## config.mk

```make
export PLATFORM = sky130hd
export DESIGN_NAME = mem_arbiter
export DESIGN_NICKNAME = d
export VERILOG_FILES = /design/src/rtl/mem_arbiter.sv
export SDC_FILE = /design/constraint.sdc
export NUM_CORES = 1
export LEC_CHECK = 0
export BUFFER_PORTS_ARGS = -buffer_cell sky130_fd_sc_hd__buf_2
export CORE_MARGIN = 2
export CORE_UTILIZATION = 47
export DETAILED_ROUTE_END_ITERATION = 6
export GPL_ROUTABILITY_DRIVEN = 0
export PLACE_DENSITY = 0.85
export SETUP_SLACK_MARGIN = 0.4
export SLEW_MARGIN = 40
export SYNTH_ARGS = -nofsm -noshare
export SYNTH_HDL_FRONTEND = slang
export SYNTH_SLANG_ARGS = --single-unit
export TNS_END_PERCENT = 20
```

## constraint.sdc

```tcl
create_clock -name CLK -period 2.92 [get_ports CLK]
set_input_delay 0.584 -clock CLK [delete_from_list [all_inputs] [get_ports CLK]]
set_output_delay 0.584 -clock CLK [all_outputs]
set_load 0.05 [all_outputs]
```

## src/rtl/mem_arbiter.sv

```systemverilog
// Round-robin arbiter sharing one main-memory port between the I-cache and D-cache.
// One transaction at a time; grant, busy-wait handshake, one-cycle completion, then idle.
module mem_arbiter #(
    parameter int ADDR_W = 6,
    parameter int DATA_W = 32
) (
    input  logic              CLK,
    input  logic              RESET,
    input  logic              I_READ,
    input  logic [ADDR_W-1:0] I_ADDRESS,
    output logic [DATA_W-1:0] I_READDATA,
    output logic              I_BUSYWAIT,
    input  logic              D_READ,
    input  logic              D_WRITE,
    input  logic [ADDR_W-1:0] D_ADDRESS,
    input  logic [DATA_W-1:0] D_WRITEDATA,
    output logic [DATA_W-1:0] D_READDATA,
    output logic              D_BUSYWAIT,
    output logic              M_READ,
    output logic              M_WRITE,
    output logic [ADDR_W-1:0] M_ADDRESS,
    output logic [DATA_W-1:0] M_WRITEDATA,
    input  logic [DATA_W-1:0] M_READDATA,
    input  logic              M_BUSYWAIT
);

    typedef enum logic [1:0] {IDLE, GNT_I, GNT_D, DONE} state_t;

    state_t state, state_nxt;
    logic   started, started_nxt;
    logic   last_d, last_d_nxt;
    logic   own_d, own_d_nxt;
    logic   cmd_wr, cmd_wr_nxt;
    logic   req_i, req_d, granted, finish;

    assign req_i   = I_READ;
    assign req_d   = D_READ | D_WRITE;
    assign granted = (state == GNT_I) || (state == GNT_D);
    assign finish  = granted && started && !M_BUSYWAIT;

    always_comb begin
        state_nxt   = state;
        started_nxt = started;
        last_d_nxt  = last_d;
        own_d_nxt   = own_d;
        cmd_wr_nxt  = cmd_wr;
        unique case (state)
            IDLE: begin
                if (req_i && (!req_d || last_d)) begin
                    state_nxt  = GNT_I;
                    own_d_nxt  = 1'b0;
                    last_d_nxt = 1'b0;
                    cmd_wr_nxt = 1'b0;
                end else if (req_d) begin
                    state_nxt  = GNT_D;
                    own_d_nxt  = 1'b1;
                    last_d_nxt = 1'b1;
                    // write wins when both D commands are asserted; latched so a dropped request still completes
                    cmd_wr_nxt = D_WRITE;
                end
            end
            GNT_I, GNT_D: begin
                if (finish) begin
                    state_nxt   = DONE;
                    started_nxt = 1'b0;
                end else if (M_BUSYWAIT) begin
                    started_nxt = 1'b1;
                end
            end
            DONE: state_nxt = IDLE;
            default: state_nxt = IDLE;
        endcase
    end

    always_ff @(posedge CLK or negedge RESET) begin
        if (!RESET) begin
            state      <= IDLE;
            started    <= 1'b0;
            last_d     <= 1'b1;
            own_d      <= 1'b0;
            cmd_wr     <= 1'b0;
            I_READDATA <= '0;
            D_READDATA <= '0;
        end else begin
            state   <= state_nxt;
            started <= started_nxt;
            last_d  <= last_d_nxt;
            own_d   <= own_d_nxt;
            cmd_wr  <= cmd_wr_nxt;
            if (finish && !cmd_wr) begin
                if (own_d) D_READDATA <= M_READDATA;
                else       I_READDATA <= M_READDATA;
            end
        end
    end

    // Memory command decodes from state so an async reset drops it without a clock edge.
    always_comb begin
        M_READ      = 1'b0;
        M_WRITE     = 1'b0;
        M_ADDRESS   = '0;
        M_WRITEDATA = '0;
        if (state == GNT_I) begin
            M_READ    = 1'b1;
            M_ADDRESS = I_ADDRESS;
        end else if (state == GNT_D) begin
            M_READ      = !cmd_wr;
            M_WRITE     = cmd_wr;
            M_ADDRESS   = D_ADDRESS;
            M_WRITEDATA = D_WRITEDATA;
        end
    end

    assign I_BUSYWAIT = req_i & !((state == DONE) && !own_d);
    assign D_BUSYWAIT = req_d & !((state == DONE) && own_d);

endmodule

```

# After elaboration in Yosys (flattened, before gate mapping)
# Cells that the tools add are included.
dict set report totals {
  elab_cells 57
  in_bits 82
  mem_bits_ro 0
  ff_bits 70
  latch_bits 0
  mem_count 0
  ramBits 0
  output_inout_bits 106
}
dict set report op_classes {
  addsub 0
  magnitude_cmp 0
  n_bitwise 4
  muxes 18
  div_mod_pow 0
  shifts 0
  n_eq_ne 5
  n_mul 0
  reduce_logical 23
}
# cell count
set op_table {}
lappend op_table {{2-to-1 mux 32 bit} 2}
lappend op_table {{2-to-1 mux 6 bit} 2}
lappend op_table {{2-to-1 mux 1 bit} 10}
lappend op_table {{AND reduction 2 bit} 5}
lappend op_table {{logical AND 1 bit} 6}
lappend op_table {{logical NOT 1 bit} 6}
lappend op_table {{2-to-1 mux 2 bit} 3}
lappend op_table {{case mux 2 bit (3 select lines)} 1}
lappend op_table {{== test 2 bit (second input constant)} 2}
lappend op_table {{nonzero test 2 bit} 2}
lappend op_table {{inequality test 3 bit (second input constant)} 1}
lappend op_table {{bitwise AND 1 bit} 2}
lappend op_table {{== test 2 x 1 -> 1 bit (second input constant)} 1}
lappend op_table {{logical NOT 2 bit} 1}
lappend op_table {{logical OR 1 bit} 2}
lappend op_table {{inequality test 2 bit (second input constant)} 1}
lappend op_table {{OR reduction 2 bit} 1}
lappend op_table {{NOT 1 bit} 1}
lappend op_table {{bitwise OR 1 bit} 1}

# Depth between registers and ports, before layout
# Gate-level depths: netlist of run 1.
dict set report depth {
  word_depth 6
  ltp_mapped 7
  ltp_nobuf 5
}

# Worst setup path before layout of run 1
# No wires, ideal clock.
dict set report synth_path {
  kind {reg2out}
  start {register state[1]}
  end {output M_ADDRESS[1]}
  t_arrival_ns 1.948
  required_time_ns 2.336
  stages_incl_launch_ff 5
  slack_ns 0.388
  n_path_buf 1
  path_cell_list {dfrtp_1 inv_1 ha_1 clkbuf_1 o21ai_0}
}
dict set report synth_between {
  elab_chain_cells 3
  word_cells_on_any_way 4
  cone_classes {eq/ne (2); mux (2)}
}
# item line_no
set synth_lines {}
lappend synth_lines {{from (decl)} 29} ;# state_t state, state_nxt;
lappend synth_lines {{from (signal assigned)} 85} ;# state <= state_nxt;
lappend synth_lines {{== test 2 bit} 106} ;# end else if (state == GNT_D) begin
lappend synth_lines {{2-to-1 mux 6 bit} 106}
lappend synth_lines {{2-to-1 mux 6 bit *} 103} ;# if (state == GNT_I) begin
lappend synth_lines {{to (decl)} 21} ;# output logic [ADDR_W-1:0] M_ADDRESS,
# Every way passes the cells marked *; elsewhere a longest branch is shown, timed or not.

# Worst setup path in the final report of run 1
dict set report layout_path {
  start {register state[0]}
  end {output M_WRITEDATA[31]}
}
dict set report layout_between {
  elab_chain_cells 3
  word_cells_on_any_way 4
  cone_classes {eq/ne (2); mux (2)}
}
# item line_no
set layout_lines {}
lappend layout_lines {{== test 2 bit} 106}
lappend layout_lines {{2-to-1 mux 32 bit} 106}
lappend layout_lines {{2-to-1 mux 32 bit *} 103}
lappend layout_lines {{to (decl)} 22} ;# output logic [DATA_W-1:0] M_WRITEDATA,
# Marks and branches as above.

==> results of run 1 <==
[critical path, stage by stage, from the launching register on]
cell     delay [ns]
dfrtp_1        0.44
inv_2          0.13
ha_4           0.18
nor2b_4        0.17
buf_4          0.19
and2_1         0.17
buf_4          0.20
[flip-flops by register name (all words and copies together) (netlist names)]
signal      count
own_d           1
state           2
I_READDATA     32
D_READDATA     32
cmd_wr          1
last_d          1
started         1
[area by class of cell]
cell class	count	area share (%)
multi-input cells	144	30.9
well taps	80	2.22
flip-flops and latches	70	39.0
clock buffers	9	2.75
repair buffers	193	23.7
inverters	4	0.334
clock inverters	7	1.08
[how the worst max path moves through the flow]
stage | from | to | slack, ns | cells after the start
2_1_floorplan | state[1] | M_ADDRESS[1] | 0.39 | 4
3_3_place_gp | state[0] | M_WRITE | 0.75 | 6
3_5_place_dp | state[0] | M_WRITEDATA[20] | 0.67 | 6
4_1_cts | state[0] | M_WRITEDATA[0] | 0.38 | 6
5_1_grt | state[0] | M_WRITEDATA[31] | 0.41 | 6
6_report | state[0] | M_WRITEDATA[31] | 0.51 | 6
[routing by layer]
layer | up-vias | share of wire [%] | global-route usage [%] | routed length [um]
met5 | - | 0 | 0 | 0
met4 | 0 | 5.3 | 14.7 | 476
met3 | 30 | 8.4 | 7.68 | 754
met2 | 150 | 50 | 41.2 | 4560
met1 | 1217 | 36 | 24.6 | 3240
li1 | 1174 | - | - | -
[timing repair]
item | 4_1_cts | 5_1_grt
hold buffers | 0 | 0
setup endpoints to repair | 34 | 34
cloned | 0 | 1
resized for setup | 27 | 12
[metrics by stage]
stage | cells | cell area, um2 | hold WS, ns
2_1_floorplan | 229 | 3250 | 0.288
3_3_place_gp | 490 | 4210 | 0.481
3_5_place_dp | 490 | 4210 | 0.488
4_1_cts | 506 | 4450 | 0.274
5_1_grt | 507 | 4500 | 0.303
6_report | 507 | 4500 | 0.265
[cell families (layout without fill, tap and decap cells)]
family                   count (synthesis)  count (layout)
AND/OR/NAND/NOR                         53              53
multiplexers                            67              67
adder cells (fa/ha/maj)                  5               5
flip-flops                              70              70
AO/OA/AOI/OAI                           19              19
buffers and inverters                   15             213
[cell usage in the layout, fill, tap and decap left out, drive strengths merged, types with 2 or more instances in the layout]
master / n
clkinv: 4
clkbuf: 12
nand2: 12
a31oi: 4
and2: 34
nor2b: 2
inv: 6
a21boi: 2
ha: 5
mux2: 66
a21oi: 3
o21ai: 6
buf: 190
dfrtp: 69
==> flow_metrics.env, run 1 <==
export IMPL_clk_latency_ns=0.33
export IMPL_worst_r2r_path_depth=5
export IMPL_outcome="complete, no violations"
export IMPL_nNetsFinal=509
export IMPL_dieWidth_um=87.1
export IMPL_required_ns=2.34
export IMPL_syn_instance_count=229
export IMPL_ios=188
export IMPL_antenna_found_initial=0
export IMPL_rsz0062_at_grt="false"
export IMPL_final_util_pct=66.6
export IMPL_initial_core_util_pct=48.1
export IMPL_synth_top_family_by_area="multiplexers"
export IMPL_ys_ff_latch=70
export IMPL_cts_sinks=70
export IMPL_skew_ns=0.00574
export IMPL_worstMarginPinSlew_ns=0.654
export IMPL_synth_top_cell_area_share_pct=53.2
export IMPL_slew_violations=0
export IMPL_start_kind="flip-flop"
export IMPL_cts_setup_buffers=0
export IMPL_coreArea_um2=6760
export IMPL_routed_wl_mm=9.03
export IMPL_final_layout_size_suffix_gt1_share_pct=66.5
export IMPL_via_per_inst=5.07
export IMPL_arrival_ns=1.83
export IMPL_cts_tree="built"
export IMPL_clkTransAtPathRegs_ns=0.08
export IMPL_holdCritPathClass="in2async"
export IMPL_synth_edf_count=0
export IMPL_grt_max_degree=35
export IMPL_first_iter_violations=84
export IMPL_slew_headroom_pct=56.4
export IMPL_vias=2571
export IMPL_synth_xor_area_share_pct=0
export IMPL_period_needed_ns=2.41
export IMPL_grt_pass1_vias=2678
export IMPL_synth_async_reset_ratio_pct=100
export IMPL_end_kind="primary output"
export IMPL_ys_warn_count=0
export IMPL_track_usage_pct=23.7
export IMPL_synthMuxAreaShare_pct=26.7
export IMPL_yosys_area_top_type="dfrtp_1"
export IMPL_multiInputGateArea_um2=1390
export IMPL_syn_nets=316
export IMPL_setup_viol=0
export IMPL_ff2ff_setup_slack_ns=0.68
export IMPL_grt_pass1_wl_mm=13.3
export IMPL_detail_route_wl_per_cell_um=17.8
export IMPL_firstDrtPassIters=4
export IMPL_dp_slack_ns=0.673
export IMPL_fillers=544
export IMPL_critical_path_class="reg2out"
export IMPL_route_detailed_drc=0
export IMPL_ys_types=28
export IMPL_fmax_mhz=415
export IMPL_synthAdderAreaFrac_pct=1.93
export IMPL_fp_row_count=30
export IMPL_synthTopCellsByArea="dfrtp_1, mux2_4, mux2_2, and2_1, ha_1"
export IMPL_min_period_over_period_pct=82.6
export IMPL_postSynthAreaPerCell_um2=14.2
export IMPL_ff_latch_area_um2=1750
export IMPL_fp_dieArea_um2=7590
export IMPL_synth_most_common_cell="dfrtp_1"
export IMPL_fin_ws_ns=0.509
export IMPL_die_h_um=87.1
export IMPL_htree_num_levels=3
export IMPL_timing_rr_end="I_READDATA[1]"
export IMPL_maxCapViolations=0
export IMPL_grt_remaining_overflow=0
export IMPL_detailed_place_hpwl_mm=7.07
export IMPL_finalSetupTns_ns=0
export IMPL_synth_compound_area_share_pct=3.66
export IMPL_r2r_start="state[0]"
export IMPL_ys_flop_type="dfrtp_1"
export IMPL_synthSimpleGateAreaFrac_pct=9.60
export IMPL_final_hold_viol_count=0
export IMPL_clockBufferDepth=2
export IMPL_io_buffers=187
export IMPL_synth_common_cells="dfrtp_1, mux2_2, and2_1"
export IMPL_antennaDiodeCount=0
export IMPL_synth_area_um2=3250
export IMPL_seq_area_frac_synth_pct=54.0
export IMPL_cp_max_fo=17
export IMPL_cts_root_buf="clkbuf_8"
export IMPL_drtAntennaViolNets=0
export IMPL_area_growth_pct=38.6
export IMPL_cts_made_buffers=9
Power of run 1 is left out: the tool's default activity adds up to more than one toggle a clock period on the data nets, which glitch-free logic cannot reach.
==> inputs of run 2 (changes only) <==
ABC_AREA = 1   (was default)
CORE_UTILIZATION = 45   (was 47)
PLACE_DENSITY = 0.81   (was 0.85)
clock period = 2.3 ns   (was 2.92 ns; I/O delays follow)
==> run 2 against run 1 <==
Compared with the run above:
- the run now ends with DRC left
- via count is 63% higher
- global-route usage is 7.9 points higher
- wire length is 65% higher
- final area is 25% higher
- clock skew is 0.0052 ns higher
- flip-flop and latch count stayed put
==> flow_metrics.env, run 2 <==
export IMPL_crit_top_cell="buf_6"
export IMPL_final_cell_mix="nand2_1, buf_2, dfrtp_1"
export IMPL_leakagePower_nw=2.99
export IMPL_reg_top3="D_READDATA (32), I_READDATA (32), state (2)"
export IMPL_track_usage_pct=31.6
export IMPL_cts_made_buffers=9
export IMPL_die_h_um=90.8
export IMPL_final_common_cell="nand2_1"
export IMPL_cts_sinks=70
export IMPL_worstMarginPinSlew_ns=0.688
export IMPL_detailed_place_hpwl_mm=7.27
export IMPL_synth_top_cell_area_share_pct=51.0
export IMPL_firstDrtPassIters=7
export IMPL_nNetsFinal=711
export IMPL_period_needed_ns=2.17
export IMPL_seq_power_share_pct=20.0
export IMPL_vias=4183
export IMPL_hold_buffers=0
export IMPL_drtAntennaViolNets=0
export IMPL_outcome="complete, but fails checks"
export IMPL_synth_common_cells="nand2_1, dfrtp_1, nand4_1"
export IMPL_pwr_share_clk_pct=9.9
export IMPL_grt_pass1_wl_mm=20.6
export IMPL_ff2ff_setup_slack_ns=0.31
export IMPL_cp_max_fo=7
export IMPL_busiest_layer="met2"
export IMPL_slew_headroom_pct=53.7
export IMPL_via_per_inst=5.75
export IMPL_ys_warn_count=0
export IMPL_grt_max_degree=46
export IMPL_synth_async_reset_ratio_pct=100
export IMPL_clockBufferDepth=2
export IMPL_p_switching_w=0.00603
export IMPL_ys_types=18
export IMPL_combPwrFrac_pct=70.0
export IMPL_end_kind="primary output"
export IMPL_final_util_pct=77.8
export IMPL_synth_most_common_cell="nand2_1"
export IMPL_grt_use_met1_pct=36.1
export IMPL_startpoint="state[0]"
export IMPL_area_growth_pct=66.6
export IMPL_required_ns=1.84
export IMPL_crit_buf_inv=4
export IMPL_route_detailed_drc=12
export IMPL_min_period_over_period_pct=94.2
export IMPL_first_iter_violations=427
export IMPL_setup_viol=0
export IMPL_grt_remaining_overflow=0
export IMPL_postSynthAreaPerCell_um2=7.95
export IMPL_syn_nets=513
export IMPL_holdCritPathClass="in2async"
export IMPL_critical_path_class="reg2out"
export IMPL_crit_family="buffers and inverters"
export IMPL_cts_tree="built"
export IMPL_grtUsageMet2_pct=53.1
export IMPL_seq_area_frac_synth_pct=51.8
export IMPL_slew_violations=0
export IMPL_syn_instance_count=426
export IMPL_synth_area_um2=3390
export IMPL_yosys_area_top_type="dfrtp_1"
export IMPL_grt_use_met3_pct=8.01
export IMPL_ios=188
export IMPL_grt_pass1_vias=3948
export IMPL_vdd_ir_drop_max_mv=0.873
export IMPL_cpMaxStageDelayCell="dfrtp_1"
export IMPL_synth_edf_count=0
export IMPL_p_sw_share_pct=57.0
export IMPL_final_layout_size_suffix_gt1_share_pct=46.4
export IMPL_final_hold_viol_count=0
export IMPL_clk_latency_ns=0.35
export IMPL_failed_checks="DRC"
export IMPL_antenna_found_initial=0
export IMPL_routed_wl_mm=14.9
export IMPL_cpPeakStageDelay_ns=0.42
export IMPL_antennaDiodeCount=0
export IMPL_io_buffers=187
export IMPL_rsz0062_at_grt="true"
export IMPL_dieWidth_um=90.8
export IMPL_detail_route_wl_per_cell_um=20.4
export IMPL_coreArea_um2=7250
export IMPL_fp_dieArea_um2=8240
export IMPL_path_cells="buf_6 -> ha_4 -> buf_6 -> buf_16 -> nor2_4 -> buf_6"
export IMPL_cts_root_buf="clkbuf_8"
export IMPL_powerDensity_nw_per_um2=1870
export IMPL_fp_row_count=31
export IMPL_start_kind="flip-flop"
export IMPL_maxCapViolations=0
export IMPL_fmax_mhz=461
export IMPL_intPower_w=0.00455
export IMPL_ys_flop_type="dfrtp_1"
export IMPL_ys_ff_latch=70
export IMPL_skew_ns=0.0109
export IMPL_initial_core_util_pct=46.7
export IMPL_synthTopCellsByArea="dfrtp_1, nand2_1, nand4_1, nor2_1, buf_6"
export IMPL_finalSetupTns_ns=0
export IMPL_r2r_start="state[0]"
export IMPL_htree_num_levels=3
export IMPL_clkTransAtPathRegs_ns=0.09
export IMPL_arrival_ns=1.71
-- run 2: cell count changes after synthesis, sizes merged, moves of 12 or more --
cell    previous run  this run
mux2              66         0
nand4              0        64
nand2             12       185
and2              34         0
nor2               1        37
buf                7        19
clkbuf             4        16
-- run 2: power groups by stage --
| stage | Sequential, W | Combinational [W] | Clock [W] |
|---|---|---|---|
| 2_1_floorplan | 0.00376 | 0.00272 | 0 |
| 5_1_grt | 0.00218 | 0.00770 | 0.00113 |
| 3_3_place_gp | 0.00208 | 0.00561 | 0 |
| 3_5_place_dp | 0.00210 | 0.00570 | 0 |
| 6_report | 0.00212 | 0.00741 | 0.00105 |
| 4_1_cts | 0.00208 | 0.00671 | 0.00106 |
-- run 2: kinds of logic after synthesis --
group / Yosys count / synth area share [%]
AO/OA/AOI/OAI: 9 / 1.40
adder cells (fa/ha/maj): 5 / 1.85
buffers and inverters: 44 / 6.65
AND/OR/NAND/NOR: 298 / 38.3
flip-flops: 70 / 51.8
-- run 2: repair_timing --
action,4_1_cts,5_1_grt
endpoints found under the setup margin,106,106
pin swaps,26,4
resized for setup,117,27
cloned,5,5
buffers inserted,6,5
-- run 2: layer usage --
| layer | vias up | share of wire, % |
|---|---|---|
| li1 | 1805 | - |
| met1 | 1957 | 35 |
| met2 | 327 | 49 |
| met3 | 94 | 9.2 |
| met4 | 0 | 6.5 |
| met5 | - | 0 |
-- run 2: worst paths after layout --
check,endpoint,depth (start not counted)
max,M_WRITEDATA[24],6
min,I_READDATA[20],1
max reg2reg,I_READDATA[20],9
min reg2reg,D_READDATA[8],2
max in group asynchronous,D_READDATA[3],2
min in group CLK,I_READDATA[24],3
-- run 2: worst reg2reg max path: cells and delay by family (launching register included) --
kind,cells,cell delay [ns]
flip-flops,1,0.41
adder cells (fa/ha/maj),1,0.32
AND/OR/NAND/NOR,4,0.59
buffers and inverters,4,0.55
-- run 2: metrics by stage --
step	hold slack [ns]	worst slack (ns)	instances	cell area [um2]	power (W)
after CTS	0.146	0.220	718	5380	0.00985
after global routing	0.184	0.0887	728	5640	0.0110
after detailed placement	0.453	0.230	691	4570	0.00780
after global placement	0.449	0.398	691	4570	0.00769
final	0.145	0.133	728	5640	0.0106
after floorplan	0.164	0.336	426	3530	0.00648
-- run 2: final cells by class --
type	instances	area [um2]
clock inverter	6	68.8
clock buffer	10	138
fill	471	1610
tap	99	124
inverter	9	41.3
multi-input combinational	312	1750
timing repair buffer	222	1760
sequential	70	1750
Note: power is estimated with default switching activity, not from simulation.
==> inputs of run 3 (changes only) <==
==> constraint.sdc (replaced) <==
create_clock -name CLK -period 2.3 [get_ports CLK]
set_input_delay 0.23 -clock CLK [delete_from_list [all_inputs] [get_ports CLK]]
set_output_delay 0.23 -clock CLK [all_outputs]
set_load 0.05 [all_outputs]
==> run 3 against run 2 <==
Compared with the run above:
- clock power shrank 8%
- total power shrank 15%
- wire length shrank 30%
- die area is the same
- sequential share of layout area grew 4.8 points
- core utilization shrank 10 points
- the run now ends clean
- register-to-register slack gained 0.27 ns
==> flow_metrics.env, run 3 (synthesis results as in run 2) <==
export IMPL_first_iter_violations=216
export IMPL_cts_tree="built"
export IMPL_coreArea_um2=7250
export IMPL_grt_pass1_wl_mm=16.5
export IMPL_antenna_found_initial=0
export IMPL_fillers=630
export IMPL_combPwrFrac_pct=66.3
export IMPL_detail_route_wl_per_cell_um=14.5
export IMPL_nNetsFinal=700
export IMPL_finalSetupTns_ns=0
export IMPL_dieWidth_um=90.8
export IMPL_pwr_share_clk_pct=10.7
export IMPL_required_ns=2.07
export IMPL_min_period_over_period_pct=81.0
export IMPL_arrival_ns=1.63
export IMPL_seq_power_share_pct=23.0
export IMPL_firstDrtPassIters=5
export IMPL_slew_violations=0
export IMPL_period_needed_ns=1.86
export IMPL_skew_ns=0.00928
export IMPL_track_usage_pct=24.8
export IMPL_area_growth_pct=44.6
export IMPL_p_sw_share_pct=57.7
export IMPL_cts_made_buffers=9
export IMPL_grt_use_met1_pct=31.7
export IMPL_fp_row_count=31
export IMPL_final_common_cell="nand2_1"
export IMPL_fp_dieArea_um2=8240
export IMPL_antennaDiodeCount=0
export IMPL_grtUsageMet2_pct=41.0
export IMPL_vias=3628
export IMPL_ios=188
export IMPL_via_per_inst=5.06
export IMPL_holdWs_ns=0.142
export IMPL_clockBufferDepth=2
export IMPL_initial_core_util_pct=46.7
export IMPL_slew_headroom_pct=68.2
export IMPL_reg_top3="D_READDATA (32), I_READDATA (32), state (2)"
export IMPL_holdCritPathClass="in2reg"
export IMPL_clkTransAtPathRegs_ns=0.08
export IMPL_grt_use_met3_pct=5.68
export IMPL_final_util_pct=67.5
export IMPL_busiest_layer="met2"
export IMPL_outcome="complete, no violations"
export IMPL_clk_latency_ns=0.35
export IMPL_critical_path_class="reg2out"
export IMPL_end_kind="primary output"
export IMPL_route_detailed_drc=0
export IMPL_fmax_mhz=537
export IMPL_rsz0062_at_grt="true"
export IMPL_final_layout_size_suffix_gt1_share_pct=38.8
export IMPL_cp_max_fo=3
export IMPL_worst_r2r_path_depth=8
export IMPL_worstMarginPinSlew_ns=0.473
export IMPL_leakagePower_nw=2.83
export IMPL_final_hold_viol_count=0
export IMPL_grt_max_degree=39
export IMPL_powerDensity_nw_per_um2=1850
export IMPL_p_switching_w=0.00521
export IMPL_htree_num_levels=3
export IMPL_grt_remaining_overflow=0
export IMPL_drtAntennaViolNets=0
export IMPL_start_kind="flip-flop"
export IMPL_cts_sinks=70
export IMPL_final_cell_mix="nand2_1, buf_2, dfrtp_1"
export IMPL_maxCapViolations=0
export IMPL_die_h_um=90.8
export IMPL_vdd_ir_drop_max_mv=0.967
export IMPL_detailed_place_hpwl_mm=6.99
export IMPL_io_buffers=187
export IMPL_routed_wl_mm=10.4
export IMPL_cts_root_buf="clkbuf_8"
export IMPL_totalPowerFinal_w=0.00904
export IMPL_setup_viol=0
export IMPL_hold_depth=3
export IMPL_intPower_w=0.00383
export IMPL_grt_pass1_vias=3429
[run 3: cell count changes in the layout (fill, tap and decap cells not counted), moves of 3 or more]
cell,change
buf_12,-4
buf_16,-5
buf_2,-3
buf_4,+30
buf_6,-18
buf_8,-9
clkbuf_16,-3
nand2_1,+7
nand2_2,-6
nand3_1,+3
nand3_4,-3
nor2_1,+32
nor2_4,-32
[run 3: critical path: stages, from the launching register on]
cell and delay (ns):
dfrtp_2 0.41, buf_4 0.15, ha_1 0.22, a21oi_1 0.21, buf_2 0.30
[run 3: routing by layer]
| layer | vias to the layer above | part of all wire (%) |
|---|---|---|
| met5 | - | 0 |
| met4 | 0 | 2.2 |
| met3 | 20 | 6.6 |
| met2 | 146 | 50 |
| met1 | 1689 | 42 |
| li1 | 1773 | - |
[run 3: repair_timing]
item,CTS,global route
gates cloned,1,0
setup buffers,1,6
hold buffers,1,0
pin swaps,0,2
gates resized for setup,51,23
endpoints found under the hold margin,31,0
setup endpoints to repair,40,104
[run 3: area by class of cell]
cell class	count	area [um2]	share of cell area [%]
clock buffer	10	128	2.61
clock inverter	6	62.6	1.28
inverter	9	33.8	0.690
multi-input combinational	312	1470	29.9
sequential	70	1760	35.8
tap	99	124	2.53
timing repair buffer	211	1330	27.1
[run 3: final timing paths]
kind,startpoint,endpoint,slack [ns]
worst max-delay path,state[0],D_BUSYWAIT,0.44
worst min-delay path,M_READDATA[26],I_READDATA[26],0.14
worst max register to register,state[1],D_READDATA[24],0.58
worst min register to register,I_READDATA[23],I_READDATA[23],0.47
max in group asynchronous,RESET,I_READDATA[5],1.38
min in group asynchronous,RESET,D_READDATA[17],0.36
[run 3: through the flow]
stage / setup slack [ns] / std cells / area, um2
3_3_place_gp: 0.543 / 692 / 4390
6_report: 0.436 / 717 / 4900
4_1_cts: 0.379 / 711 / 4770
3_5_place_dp: 0.493 / 692 / 4390
5_1_grt: 0.387 / 717 / 4900
2_1_floorplan: 0.337 / 426 / 3390
[run 3: power groups by stage]
stage	logic [W]	registers [W]	clock network (W)
floorplan	0.00253	0.00376	0
global placement	0.00536	0.00207	0
detailed placement	0.00544	0.00209	0
CTS	0.00577	0.00208	0.000994
global route	0.00635	0.00214	0.00105
finish	0.00599	0.00208	0.000971
